`config.mk`:
```
export PLATFORM = sky130hd
export DESIGN_NAME = cpu_sequencer
export DESIGN_NICKNAME = d
export VERILOG_FILES = /design/src/rtl/cpu_pkg.sv /design/src/rtl/seq_decode.sv /design/src/rtl/cpu_sequencer.sv
export SDC_FILE = /design/constraint.sdc
export NUM_CORES = 1
export LEC_CHECK = 0
export ABC_AREA = 1
export BUFFER_PORTS_ARGS = -buffer_cell sky130_fd_sc_hd__buf_4
export CAP_MARGIN = 10
export CORE_AREA = 8 8 63 65
export CTS_CLUSTER_DIAMETER = 60
export DETAILED_ROUTE_END_ITERATION = 6
export DIE_AREA = 0 0 71 73
export PLACE_DENSITY_LB_ADDON = 0.25
export SYNTH_ARGS = -nofsm -noshare
export SYNTH_HDL_FRONTEND = slang
export SYNTH_SLANG_ARGS = --single-unit
```
`constraint.sdc`:
```
create_clock -name clk -period 1.25 [get_ports clk]
set_input_delay 0.1875 -clock clk [delete_from_list [all_inputs] [get_ports clk]]
set_output_delay 0.1875 -clock clk [all_outputs]
set_load 0.05 [all_outputs]
```
`src/rtl/cpu_pkg.sv`:
```
// Shared sequencer types: FSM state encodings, opcodes, jump kinds, instruction field positions.
// Pure definitions; no latency or flow control.
package cpu_pkg;

    typedef enum logic [2:0] {
        ST_IDLE      = 3'd0,
        ST_FETCH     = 3'd1,
        ST_DECODE    = 3'd2,
        ST_EXECUTE   = 3'd3,
        ST_WRITEBACK = 3'd4,
        ST_HALT      = 3'd5
    } state_t;

    typedef enum logic [1:0] {
        JK_NONE = 2'd0,
        JK_JMP  = 2'd1,
        JK_JZ   = 2'd2,
        JK_JNZ  = 2'd3
    } jump_kind_t;

    localparam logic [2:0] OP_MOV = 3'b000;
    localparam logic [2:0] OP_ADD = 3'b001;
    localparam logic [2:0] OP_SUB = 3'b010;
    localparam logic [2:0] OP_JMP = 3'b011;
    localparam logic [2:0] OP_JZ  = 3'b100;
    localparam logic [2:0] OP_AND = 3'b101;
    localparam logic [2:0] OP_CMP = 3'b110;  // shares its encoding with JNZ; dest selects which
    localparam logic [2:0] OP_JNZ = 3'b110;

    localparam logic [1:0] JUMP_DEST = 2'b11;

    localparam int OPC_MSB  = 7;
    localparam int OPC_LSB  = 5;
    localparam int DEST_MSB = 4;
    localparam int DEST_LSB = 3;
    localparam int SRC_MSB  = 2;
    localparam int SRC_LSB  = 0;

endpackage

```
`src/rtl/seq_decode.sv`:
```
// Combinational instruction classifier: jump kind, register-write intent, jump target.
// Zero latency, no flow control.
import cpu_pkg::*;

module seq_decode (
    input  logic [7:0] ir,
    output logic       is_jump,
    output jump_kind_t jump_kind,
    output logic       writes_reg,
    output logic [3:0] target
);

    logic [2:0] opcode;
    logic [1:0] dest;

    always_comb begin
        opcode    = ir[OPC_MSB:OPC_LSB];
        dest      = ir[DEST_MSB:DEST_LSB];
        jump_kind = JK_NONE;
        if (dest == JUMP_DEST) begin
            case (opcode)
                OP_JMP:  jump_kind = JK_JMP;
                OP_JZ:   jump_kind = JK_JZ;
                OP_JNZ:  jump_kind = JK_JNZ;
                default: jump_kind = JK_NONE;
            endcase
        end
        is_jump    = (jump_kind != JK_NONE);
        writes_reg = !is_jump && (opcode != OP_CMP);
        target     = {1'b0, ir[SRC_MSB:SRC_LSB]};
    end

endmodule

```
`src/rtl/cpu_sequencer.sv`:
```
// Multi-cycle instruction sequencer: FETCH/DECODE/EXECUTE/WRITEBACK with run, single-step and halt control.
// Four cycles per instruction; run/step/halt requests are only honoured at instruction boundaries.
import cpu_pkg::*;

module cpu_sequencer (
    input  logic       clk,
    input  logic       reset,
    input  logic       run,
    input  logic       step_req,
    input  logic       halt_req,
    input  logic [7:0] instr,
    input  logic       zero_in,
    output logic [3:0] pc_out,
    output logic [7:0] ir_out,
    output logic       reg_we,
    output logic       jump_taken,
    output logic       step_ack,
    output logic       halted,
    output logic       zero_flag,
    output logic [2:0] state_out,
    output logic [7:0] instr_count
);

    state_t     state;
    logic       free_run;
    logic       step_mode;
    logic       taken;
    logic       take_now;
    logic       is_jump;
    logic       writes_reg;
    jump_kind_t jump_kind;
    logic [3:0] target;

    seq_decode u_decode (
        .ir         (ir_out),
        .is_jump    (is_jump),
        .jump_kind  (jump_kind),
        .writes_reg (writes_reg),
        .target     (target)
    );

    // Jumps never touch zero_flag, so the latched value is the one left by the previous instruction.
    always_comb begin
        take_now = 1'b0;
        case (jump_kind)
            JK_JMP:  take_now = 1'b1;
            JK_JZ:   take_now = zero_flag;
            JK_JNZ:  take_now = !zero_flag;
            default: take_now = 1'b0;
        endcase
    end

    assign state_out = state;

    always_ff @(posedge clk) begin
        if (reset) begin
            state       <= ST_IDLE;
            pc_out      <= 4'd0;
            ir_out      <= 8'd0;
            zero_flag   <= 1'b0;
            instr_count <= 8'd0;
            halted      <= 1'b0;
            reg_we      <= 1'b0;
            jump_taken  <= 1'b0;
            step_ack    <= 1'b0;
            free_run    <= 1'b0;
            step_mode   <= 1'b0;
            taken       <= 1'b0;
        end else begin
            reg_we     <= 1'b0;
            jump_taken <= 1'b0;
            step_ack   <= 1'b0;
            case (state)
                ST_IDLE: begin
                    if (halt_req) begin
                        state  <= ST_HALT;
                        halted <= 1'b1;
                    end else if (run) begin
                        state     <= ST_FETCH;
                        free_run  <= 1'b1;
                        step_mode <= 1'b0;
                    end else if (step_req) begin
                        state     <= ST_FETCH;
                        free_run  <= 1'b0;
                        step_mode <= 1'b1;
                    end
                end
                ST_FETCH: begin
                    ir_out <= instr;
                    state  <= ST_DECODE;
                end
                ST_DECODE: state <= ST_EXECUTE;
                ST_EXECUTE: begin
                    if (!is_jump)
                        zero_flag <= zero_in;
                    taken      <= take_now;
                    reg_we     <= writes_reg;
                    jump_taken <= take_now;
                    step_ack   <= step_mode;
                    state      <= ST_WRITEBACK;
                end
                ST_WRITEBACK: begin
                    pc_out      <= taken ? target : pc_out + 4'd1;
                    instr_count <= instr_count + 8'd1;
                    if ((taken && jump_kind == JK_JMP && target == pc_out) || halt_req) begin
                        state  <= ST_HALT;
                        halted <= 1'b1;
                    end else if (free_run && run) begin
                        state <= ST_FETCH;
                    end else begin
                        state <= ST_IDLE;
                    end
                end
                ST_HALT: state <= ST_HALT;
                default: state <= ST_IDLE;
            endcase
        end
    end

endmodule

```
---- Word-level counts from Yosys, hierarchy flattened ----
Cells that the tools add are included.
storage, ports and cells
  output and inout bits ................... 28
  register bits ........................... 31
cells by class
  reduce and logical (&&, ||, !) cells .... 15
  equality and inequality tests ........... 17
  add/subtract/negate cells ............... 2
  bitwise gates (word level) .............. 3
  multiplexer cells ....................... 17
operators by type and width
  cell                                                              number
  3-bit one-hot mux with 6 select lines                             1
  3-bit == test (second input constant)                             4
  3-bit two-way mux                                                 4
  3-bit by 2-bit == test with 1-bit output (second input constant)  3
  8-bit by 1-bit adder with 8-bit output (second input constant)    1
  1-bit two-way mux                                                 7
  2-bit == test (second input constant)                             3
  2-bit one-hot mux with 3 select lines                             1
  3-bit AND reduction                                               2
  2-bit nonzero test                                                3
  4-bit by 1-bit adder with 4-bit output (second input constant)    1
  3-bit by 4-bit == test with 1-bit output                          1
  1-bit logical AND                                                 4
  4-bit two-way mux                                                 1
  2-bit inequality test (second input constant)                     2
  4-bit inequality test (second input constant)                     1
  3-bit by 1-bit == test with 1-bit output (second input constant)  1
  3-bit logical NOT                                                 1
  3-bit inequality test (second input constant)                     1
  1-bit NOT                                                         3
  1-bit one-hot mux with 3 select lines                             1
  2-bit by 1-bit == test with 1-bit output (second input constant)  1
  1-bit logical NOT                                                 2
  2-bit two-way mux                                                 1
  4 further kinds                                                   4

---- Depth between registers and ports, before layout ----
  depth in word-level cells ............... 9
  mapped depth ............................ 8
  mapped depth without buffers ............ 8

---- Modules after synthesis ----
Synthesis repeated with hierarchy kept, for this count alone.
unflattened totals
  cell total of the unflattened synthesis .. 221
  area total of the unflattened synthesis .. 1550.2 um^2
modules (own cells, without submodules)
  module         cells an instance  times used  area each (um^2)
  cpu_sequencer  201                1           1448.9
  seq_decode     20                 1           101.3

---- Worst setup path after synthesis ----
OpenSTA, ideal clock, no wires.
  path type ............................... register -> register
  start ................................... register instr_count[0]
  end ..................................... register instr_count[4]
  setup time .............................. 0.117 ns
  clock period less this slack ............ 1.540 ns
  arrival time ............................ 1.423 ns
  path slack .............................. -0.290 ns
  stages on the path, launching flop included .. 7
  required time ........................... 1.133 ns
  cells stage by stage .................... dfxtp_1 > ha_1 > inv_1 > nor3_4 > nand2_1 > o21ai_0 > nor2_1
on the way
  cells in the longest elaborated chain, start to end .. 1
RTL lines
  item                                    line                  source
  from (decl)                             cpu_sequencer.sv:21   output logic [7:0] instr_count
  from (signal assigned)                  cpu_sequencer.sv:104  instr_count <= instr_count + 8'd1;
  8-bit by 1-bit adder with 8-bit output  cpu_sequencer.sv:104
Every way passes these cells.
A chain may end at the register's enable or synchronous reset.

---- Final worst setup path ----
  start ................................... register state[0], in the netlist state_out[0]
  end ..................................... register free_run
on the way
  cells in the longest elaborated chain, start to end .. 2
RTL lines
  item                           line                 source
  from (decl)                    cpu_sequencer.sv:24  state_t state;
  from (signal assigned)         cpu_sequencer.sv:57  state <= ST_IDLE;
  from (signal assigned)         cpu_sequencer.sv:76  state <= ST_HALT;
  from (signal assigned)         cpu_sequencer.sv:79  state <= ST_FETCH;
  3-bit logical NOT              cpu_sequencer.sv:73  case (state)
  3-bit AND reduction (no line)  --
  to (signal assigned)           cpu_sequencer.sv:66  free_run <= 1'b0;
  to (signal assigned)           cpu_sequencer.sv:80  free_run <= 1'b1;
  to (signal assigned)           cpu_sequencer.sv:84  free_run <= 1'b0;
  to (decl)                      cpu_sequencer.sv:25  logic free_run;
Every way passes these cells.

==> results by group <==
Run
  • Max_cap viols: 0

Global routing
  • Largest net degree at the start of global routing: 18
  • GRT Overall Usage: 0.137
  • First-pass GRT wire length: between 5000 and 6000 um
  • Vias in the first global route: 1344
  • Initial antenna violation count: 0
  • GR Overflow Total: 0

Critical path
  • Max FO, Critical Path: 7
  • Setup CP Type: flip-flop to flip-flop
  • Crit path DAT: between 1 and 1.5 ns
  • CP most frequent cell: nand2_1
  • CP Depth: 8
  • CP cell instances: nor2_4 -> nand2_1 -> nor2_2 -> o21ai_1 -> inv_1 -> nand2_1 -> nand2_1 -> nor2_1
  • Slowest stage delay, CP: between 0.3 and 0.4 ns
  • CP startpoint kind: flip-flop
  • Slowest CP cell: dfxtp_4
  • Worst R2R Path Depth: 8
  • CP bufs+invs: 1
  • Crit path required time: about 1.5 ns
  • CP top delay family: simple AND/OR/NAND/NOR gates
  • Worst setup EP type: flip-flop

Power
  • Pwr dens: around 1700 nW/um2
  • Comb power frac: 0.403
  • Clock Power Share: 0.197
  • Tot Pwr: 3360 uW
  • Int Power: just under 2000 uW
  • P_sw: approximately 1400 uW
  • Switching part of the total power: 0.424
  • VDD IR max: about 0.87 mV
  • Reg power frac: 0.400
  • Static leakage: around 0.00092 uW

Die
  • Core ar.: around 3000 um2
  • Floorplan row count: 20
  • Initial Util: 0.493
  • Chip width: around 71 um
  • Chip height: ~73 um
  • Top-level I/O count: 42
  • Die ar.: around 5200 um2

Clocking
  • CTS Buf Count: 5
  • Htree depth: 2
  • Hold Buf Count CTS: 0
  • Root buf cell: clkbuf_4
  • Clock Sink Count: 31
  • Clock Latency Late Sink: 0.33 ns
  • Clock slew at reported path FFs: ~0.10 ns
  • Max Root-Sink Buffers: 2
  • TritonCTS clock tree: done

Finish
  • Nets@finish: between 200 and 300
  • Share of cells above drive strength 1: 0.363
  • Most common cell after layout, fill and taps aside: buf_4
  • Final Util: 0.664
  • Area grow syn2layout: 34.6%
  • N_diodes: 0
  • Most frequent cells in the layout: buf_4, nand2_1, inv_1

Logic synthesis
  • Mapped Avg Cell Area: between 7 and 8 um2
  • Top FF cell, synth: dfxtp_1
  • Largest family of logic cells by synthesized area: simple AND/OR/NAND/NOR gates
  • Post-synthesis sequential area ratio: 0.426
  • Compound-Gate Fraction of Synth Area: 0.151
  • Post-synthesis simple-gate area fraction: 0.286
  • Netlist cell types: 27
  • Cell taking the most area after synthesis: dfxtp_1
  • Cells after Synth: between 200 and 250
  • Post-synth top area share: 0.426
  • Synth Area in XOR/XNOR: 0.0180
  • Cell Area, Synth: between 1000 and 1500 um2
  • Mux share of post-synthesis cell area: 0
  • Fraction of registers with async set/reset: 0
  • Synth top area cells: dfxtp_1, nand2_1, inv_1
  • Adder-cell share of the synthesized area: 0.0172
  • FF+latch count, synth: 31
  • Syn nets: between 200 and 250
  • Synth Warn #: 0
  • Number of synthesized flops with an enable pin: 0

Timing
  • Hold WS: roughly 0.13 ns
  • Final Hold Fails: 0
  • Post-route minimum period: around 1.2 ns
  • Setup TNS: 0 ns
  • Final Max Tran Viols: 0
  • Final WS setup: around 0.084 ns
  • Relative slew slack: 0.856
  • Final period utilization: 0.933
  • RSZ-0062 raised after global routing: false
  • Worst-Margin Slew: between 0.2 and 0.25 ns
  • Final setup viols: 0
  • Maximum clock rate: roughly 0.86 GHz
  • Clk_skew: approximately 0.0096 ns

Min path
  • Hold depth: 3
  • Hold crit path type: input pin to flip-flop

Drt
  • Drt drc: 0
  • Total number of vias: between 1000 and 1500
  • Antenna viol nets, final: 0
  • Per-cell routed wire length: ~12 um
  • Final WL: 3450 um
  • DRT Pass-1 Iters: 5
  • Via density: slightly below 5
  • Initial drt markers: between 90 and 100

Placement
  • DP HPWL: between 2000 and 3000 um
  • Port bufs: just over 40
  • Post-place setup slack: 0.0545 ns
  • Final GP Congestion: between 0.8 and 0.9

Status
  • Status: complete, no violations
## per-stage QoR
step,std cells,instance area [um2]
final,289,1960
after global routing,289,1960
after CTS,289,1930
after detailed placement,281,1860
after global placement,281,1860
after floorplan,204,1490
## power groups by stage
stage                     sequential, uW  combinational [uW]  clock (uW)
final                               1340                1350         659
after global placement              1340                1330           0
after detailed placement            1350                1330           0
after floorplan                     1820                 479           0
after global routing                1370                1460         728
after CTS                           1320                1340         674
## cell families after synthesis
| logic type | count (synthesis) |
|---|---|
| compound gates | 43 |
| simple gates | 89 |
| buf+inv | 36 |
| flops | 31 |
| fa+ha+maj | 2 |
| xor+xnor | 3 |
## cells in the mapped netlist (2+ instances only)
| master | n |
|---|---|
| inv_1 | 30 |
| inv_2 | 2 |
| a21oi_1 | 22 |
| ha_1 | 2 |
| nand2_1 | 39 |
| nand2_2 | 2 |
| nor3b_2 | 2 |
| nor3_1 | 3 |
| nand3b_1 | 2 |
| o21ai_0 | 15 |
| nor2_1 | 21 |
| nor2_2 | 3 |
| o21ai_1 | 3 |
| nand3_1 | 13 |
| xor2_1 | 3 |
| dfxtp_1 | 31 |
## registers in the layout, summed over array words and instances, names as in the netlist
signal       flops
instr_count      8
ir_out           8
pc_out           4
state_out        3
free_run         1
halted           1
jump_taken       1
reg_we           1
step_ack         1
step_mode        1
taken            1
zero_flag        1
## tightest hold or removal path: stages
cell     delay, ns
buf_4         0.11
nand3_1       0.07
a21oi_1       0.05
## metal layers
metal  up-vias  wire length [um]  track usage
met5         -                 0            0
met1       629              1460        0.146
met4         0                49       0.0416
li1        756                 -            -
met2        37              1720        0.237
met3         6               218       0.0632
## worst paths after layout
kind	startpoint	to	slack, ns
min	zero_in	zero_flag	0.13
min reg2reg	ir_out[4]	ir_out[4]	0.46
max reg2reg	state_out[0]	free_run	0.08
max	state_out[0]	free_run	0.08
## repair_timing
item / CTS / global route
gates resized for setup: 0 / 10
hold endpoints to repair: 0 / 0
buffers inserted: 0 / 0
endpoints found under the setup margin: 0 / 11
## final cells by class
| cell class | instances | area (um2) |
|---|---|---|
| fillers | 283 | 992 |
| multi-input cells | 137 | 718 |
| flip-flops and latches | 31 | 652 |
| repair buffers | 48 | 360 |
| inverters | 32 | 120 |
| clock buffers | 8 | 68.8 |
| well taps | 33 | 41.3 |
Note: power is estimated with default switching activity, not from simulation.
